`config.mk`:
```
export PLATFORM = sky130hd
export DESIGN_NAME = adder_tree_sched
export DESIGN_NICKNAME = d
export VERILOG_FILES = /design/src/rtl/adder_tree_sched.sv
export SDC_FILE = /design/constraint.sdc
export NUM_CORES = 1
export LEC_CHECK = 0
export BUFFER_PORTS_ARGS = -buffer_cell sky130_fd_sc_hd__buf_2
export CAP_MARGIN = 20
export CORE_AREA = 2 2 178 180
export CTS_BUF_LIST = sky130_fd_sc_hd__clkbuf_4 sky130_fd_sc_hd__clkbuf_8 sky130_fd_sc_hd__clkbuf_16
export CTS_CLUSTER_DIAMETER = 60
export DETAILED_ROUTE_END_ITERATION = 10
export DIE_AREA = 0 0 180 182
export PLACE_DENSITY = 0.45
export RECOVER_POWER = 50
export REMOVE_ABC_BUFFERS = 1
export SLEW_MARGIN = 20
export SYNTH_ARGS = -nofsm -noshare
export SYNTH_HDL_FRONTEND = slang
export SYNTH_SLANG_ARGS = --single-unit
export TNS_END_PERCENT = 50
```
`constraint.sdc`:
```
create_clock -name clk -period 5.55 [get_ports clk]
set_clock_uncertainty 0.15 [all_clocks]
set_input_delay 0.8325 -clock clk [delete_from_list [all_inputs] [get_ports clk]]
set_output_delay 0.8325 -clock clk [all_outputs]
set_load 0.1 [all_outputs]
```
`src/rtl/adder_tree_sched.sv`:
```
// Round-robin scheduler sharing one pipelined five-operand adder tree among NREQ requesters.
// Tags ride alongside the tree so each sum is returned to the requester that issued it.
module adder_tree_sched #(
    parameter int NREQ  = 4,
    parameter int WIDTH = 16,
    parameter int LAT   = 3,
    localparam int IDW  = (NREQ > 1) ? $clog2(NREQ) : 1,
    localparam int CW   = $clog2(LAT + 2)
) (
    input  logic                      clk,
    input  logic                      reset,
    input  logic                      en,
    input  logic [NREQ-1:0]           req,
    input  logic [NREQ*5*WIDTH-1:0]   req_ops,
    output logic [NREQ-1:0]           gnt,
    output logic [WIDTH-1:0]          tree_a,
    output logic [WIDTH-1:0]          tree_b,
    output logic [WIDTH-1:0]          tree_c,
    output logic [WIDTH-1:0]          tree_d,
    output logic [WIDTH-1:0]          tree_e,
    input  logic [WIDTH-1:0]          tree_out,
    output logic [NREQ-1:0]           rsp_valid,
    output logic [WIDTH-1:0]          rsp_data,
    output logic [IDW-1:0]            rsp_id,
    output logic [CW-1:0]             in_flight,
    output logic                      busy
);

    logic [WIDTH-1:0] ops_arr [NREQ][5];
    logic [IDW-1:0]   rr_ptr_reg;
    logic [NREQ-1:0]  masked_req;
    logic             gnt_any;
    logic [IDW-1:0]   gnt_id;
    logic [IDW-1:0]   search_idx;

    logic             tag_valid_reg [LAT];
    logic [IDW-1:0]   tag_id_reg    [LAT];

    logic [NREQ-1:0]  rsp_valid_reg;
    logic [WIDTH-1:0] rsp_data_reg;
    logic [IDW-1:0]   rsp_id_reg;
    logic [CW-1:0]    in_flight_reg;
    logic [CW-1:0]    in_flight_next;

    genvar gi, gj;
    generate
        for (gi = 0; gi < NREQ; gi++) begin : g_unpack
            for (gj = 0; gj < 5; gj++) begin : g_op
                assign ops_arr[gi][gj] = req_ops[(gi*5+gj)*WIDTH +: WIDTH];
            end
        end
    endgenerate

    // Reset low also masks requests so no grant is visible while held in reset.
    always_comb begin
        masked_req = req & {NREQ{en & reset}};
        gnt_any    = 1'b0;
        gnt_id     = '0;
        search_idx = '0;
        for (int i = 0; i < NREQ; i++) begin
            search_idx = IDW'((int'(rr_ptr_reg) + i) % NREQ);
            if (!gnt_any && masked_req[search_idx]) begin
                gnt_any = 1'b1;
                gnt_id  = search_idx;
            end
        end
    end

    assign gnt = gnt_any ? (NREQ'(1) << gnt_id) : '0;

    always_comb begin
        tree_a = '0;
        tree_b = '0;
        tree_c = '0;
        tree_d = '0;
        tree_e = '0;
        if (gnt_any) begin
            tree_a = ops_arr[gnt_id][0];
            tree_b = ops_arr[gnt_id][1];
            tree_c = ops_arr[gnt_id][2];
            tree_d = ops_arr[gnt_id][3];
            tree_e = ops_arr[gnt_id][4];
        end
    end

    always_ff @(posedge clk or negedge reset) begin
        if (!reset) begin
            rr_ptr_reg       <= '0;
            tag_valid_reg[0] <= 1'b0;
            tag_id_reg[0]    <= '0;
        end else begin
            tag_valid_reg[0] <= gnt_any;
            tag_id_reg[0]    <= gnt_id;
            if (gnt_any)
                rr_ptr_reg <= (gnt_id == IDW'(NREQ - 1)) ? '0 : gnt_id + 1'b1;
        end
    end

    generate
        for (gi = 1; gi < LAT; gi++) begin : g_tag
            always_ff @(posedge clk or negedge reset) begin
                if (!reset) begin
                    tag_valid_reg[gi] <= 1'b0;
                    tag_id_reg[gi]    <= '0;
                end else begin
                    tag_valid_reg[gi] <= tag_valid_reg[gi-1];
                    tag_id_reg[gi]    <= tag_id_reg[gi-1];
                end
            end
        end
    endgenerate

    // One op enters on a grant; the op held in the response register leaves each edge.
    assign in_flight_next = in_flight_reg + CW'(gnt_any) - CW'(|rsp_valid_reg);

    always_ff @(posedge clk or negedge reset) begin
        if (!reset) begin
            rsp_valid_reg <= '0;
            rsp_id_reg    <= '0;
            rsp_data_reg  <= '0;
            in_flight_reg <= '0;
        end else begin
            rsp_valid_reg <= tag_valid_reg[LAT-1] ? (NREQ'(1) << tag_id_reg[LAT-1]) : '0;
            rsp_id_reg    <= tag_id_reg[LAT-1];
            if (tag_valid_reg[LAT-1])
                rsp_data_reg <= tree_out;
            in_flight_reg <= in_flight_next;
        end
    end

    assign rsp_valid = rsp_valid_reg;
    assign rsp_data  = rsp_data_reg;
    assign rsp_id    = rsp_id_reg;
    assign in_flight = in_flight_reg;
    assign busy      = (in_flight_reg != '0);

endmodule

```
==> metrics.yaml <==
rrSetupSlack_ns: 2.99
postCtsSetupRepairBufs: 0
crit_type: "in -> out"
cts_tree: "yes"
wire_per_inst_um: 16.78
largest_reg_flops: 16
grt_first_pass_wirelength_mm: 29.17
path_clk_slew_ns: 0.05
hold_class: "reg -> reg"
fin_util: 0.2179
slew_viol_final: 0
rsz0062_at_grt: "false"
timing.fmax_ghz: 0.2259
r2r-start: "rr_ptr_reg[0]"
slowest_delay_ns: 0.73
syn_area_per_cell_um2: 10.40
place_congestion: 0.8319
worstMarginPinSlew_ns: 1.196
cp_num_buf_inv: 3
clk_latency_ns: 0.28
p_leak_uw: 0.004285
arrival_ns: 3.44
ys_ff_latch: 36
root_buffer: "clkbuf_16"
crit_chain: "buf_2 -> nand2_1 -> o22ai_1 -> a221oi_1 -> a21o_4 -> buf_4 -> o22ai_1 -> buf_2"
status: "finished clean"
min_to: "tag_id_reg[1]"
setup.worst_path.end_class: "primary output"
setup_violations: 0
ys_types: 33
firstDrtPassIters: 4
hpwl_mm: 17.64
seq_area_frac_synth: 0.2261
maxSlewHeadroom: 0.2061
synthCells: 383
avgViaCountPerCell: 3.966
cts_buffers: 5
first_global_vias: 4799
hold_depth: 0
fp.dieW_um: 180
hold_ws_ns: 0.1962
dieArea_mm2: 0.03276
portBuffers: 452
final_antenna_net_count: 0
cap_viol_max_count: 0
drive_above_1_share: 0.6015
hold_buffers: 0
fin_crit_ns: 4.426
antenna_found_initial: 3
clockBufferDepth: 2
holdCritStartpoint: "tag_id_reg[3]"
wirelength_mm: 20.49
final-hold-violation-count: 0
worstPathRequired_ns: 4.57
fin_cells: 1221
core.rowCount: 65
grt_max_degree: 59
dp_slack_ns: 1.273
clock-sinks: 36
cp_max_fo: 55
cts.htree.levels: 2
fin_crit_sh: 0.7975
post-route-drc-count: 0
critPathTopFamily: "compound AO/OA/AOI/OAI gates"
final_nets: 1166
grt_usage: 0.1145
drt-initial-drc-count: 209
io_pins: 453
setup_ws_ns: 1.124
yosys_warnings: 0
final_common_cell: "buf_2"
worst_r2r_path_depth: 7
cellPowerDensity_mw_per_mm2: 491.0
cts_resized: 0
cp_slowest_cell: "a21o_4"
grt.overflow.total: 0
finalPower_uw: 3316
initial_core_util: 0.1286
startpoint_type: "primary input"
irDropWorstVdd_v: 0.0002306
syn-cell-area_mm2: 0.003985
vias: 4842
mostFrequentLayoutCells: "buf_2, mux2i_1, o22ai_1, dfrtp_1, clkbuf_1"
area_delta_synth_final_pct: 69.45
r2r_end: "rr_ptr_reg[1]"
placed_cells: 1212
core_mm2: 0.03099
die_h_um: 182
## worst max-delay path by stage
stage | from | end | slack (ns) | depth (start not counted)
6_report | en | tree_c[10] | 1.12 | 8
5_1_grt | req[1] | tree_c[10] | 0.90 | 8
2_1_floorplan | req[3] | tree_a[0] | -10.62 | 5
3_3_place_gp | reset | tree_c[10] | 1.30 | 8
4_1_cts | reset | tree_a[15] | 1.26 | 8
3_5_place_dp | reset | tree_a[15] | 1.27 | 8
## layout make-up
class	instances	area, µm²
sequential	36	900.9
inverter	4	15.01
clock buffer	5	125.1
antenna	1	2.502
clock inverter	3	18.77
multi-input combinational	305	2809
fill	3469	24230
tap	402	503.0
timing repair buffer	465	2379
## per-stage QoR
| step | TNS (ns) | cell area, µm² |
|---|---|---|
| 2_1_floorplan | -901.44 | 3699 |
| 3_3_place_gp | 0 | 6644 |
| 3_5_place_dp | 0 | 6644 |
| 4_1_cts | 0 | 6788 |
| 5_1_grt | 0 | 6750 |
| 6_report | 0 | 6753 |
## where the power goes
group	leakage, µW	internal [µW]	switching [µW]
registers	0.000446	320	45.6
clock network	0.0000736	165	104
logic	0.00377	498	2180
total	0.00429	983	2330
## logic make-up (layout without fill, tap and decap cells)
group,count (synthesis),after routing,synth area share
simple gates,32,32,0.04522
other cells,0,1,0
xor+xnor,3,3,0.006595
compound gates,87,87,0.1758
buf+inv,42,477,0.07567
fa+ha+maj,6,6,0.02072
mux,177,177,0.4499
flops,36,36,0.2261
## cell usage after synthesis
cell type  count  area share
buf_4         12       0.023
nand2b_1       7       0.011
or3_1          1      0.0016
and2_1         5      0.0078
and3_1         1      0.0016
o21ai_2        1      0.0022
o221ai_1       1      0.0022
buf_6         11       0.031
nand2_1        6      0.0057
xnor2_1        2      0.0044
clkbuf_1       2      0.0019
nand4_1        1      0.0016
o22ai_2       23       0.072
buf_2         13       0.016
mux2i_1      160        0.40
a21oi_1        2      0.0025
or2_2          1      0.0016
nor2_1         4      0.0038
a21o_1         1      0.0019
o22ai_1       58       0.091
inv_1          3      0.0028
or3b_1         1      0.0022
and2_0         1      0.0016
nor4_1         2      0.0031
ha_1           5       0.016
dfrtp_1       36        0.23
nand3b_1       1      0.0019
mux2_2        17       0.048
fa_1           1      0.0050
xor2_1         1      0.0022
nor3b_1        1      0.0019
a221oi_2       1      0.0038
clkinv_1       1     0.00094
## metal layers
| metal | global-route usage | routed length [µm] |
|---|---|---|
| met1 | 0.1428 | 8404 |
| met2 | 0.2032 | 10260 |
| met3 | 0.02427 | 1518 |
| met4 | 0.02179 | 292 |
| met5 | 0 | 13 |
## worst reg2reg max path, stage by stage, from the launching register on
cell and delay, ns:
dfrtp_1 0.54, nand2b_1 0.16, o22ai_1 0.08, a221oi_1 0.59, o21ai_4 0.27, inv_1 0.17
ha_1 0.24, mux2_2 0.26
Power figures use the tool's default switching activity.
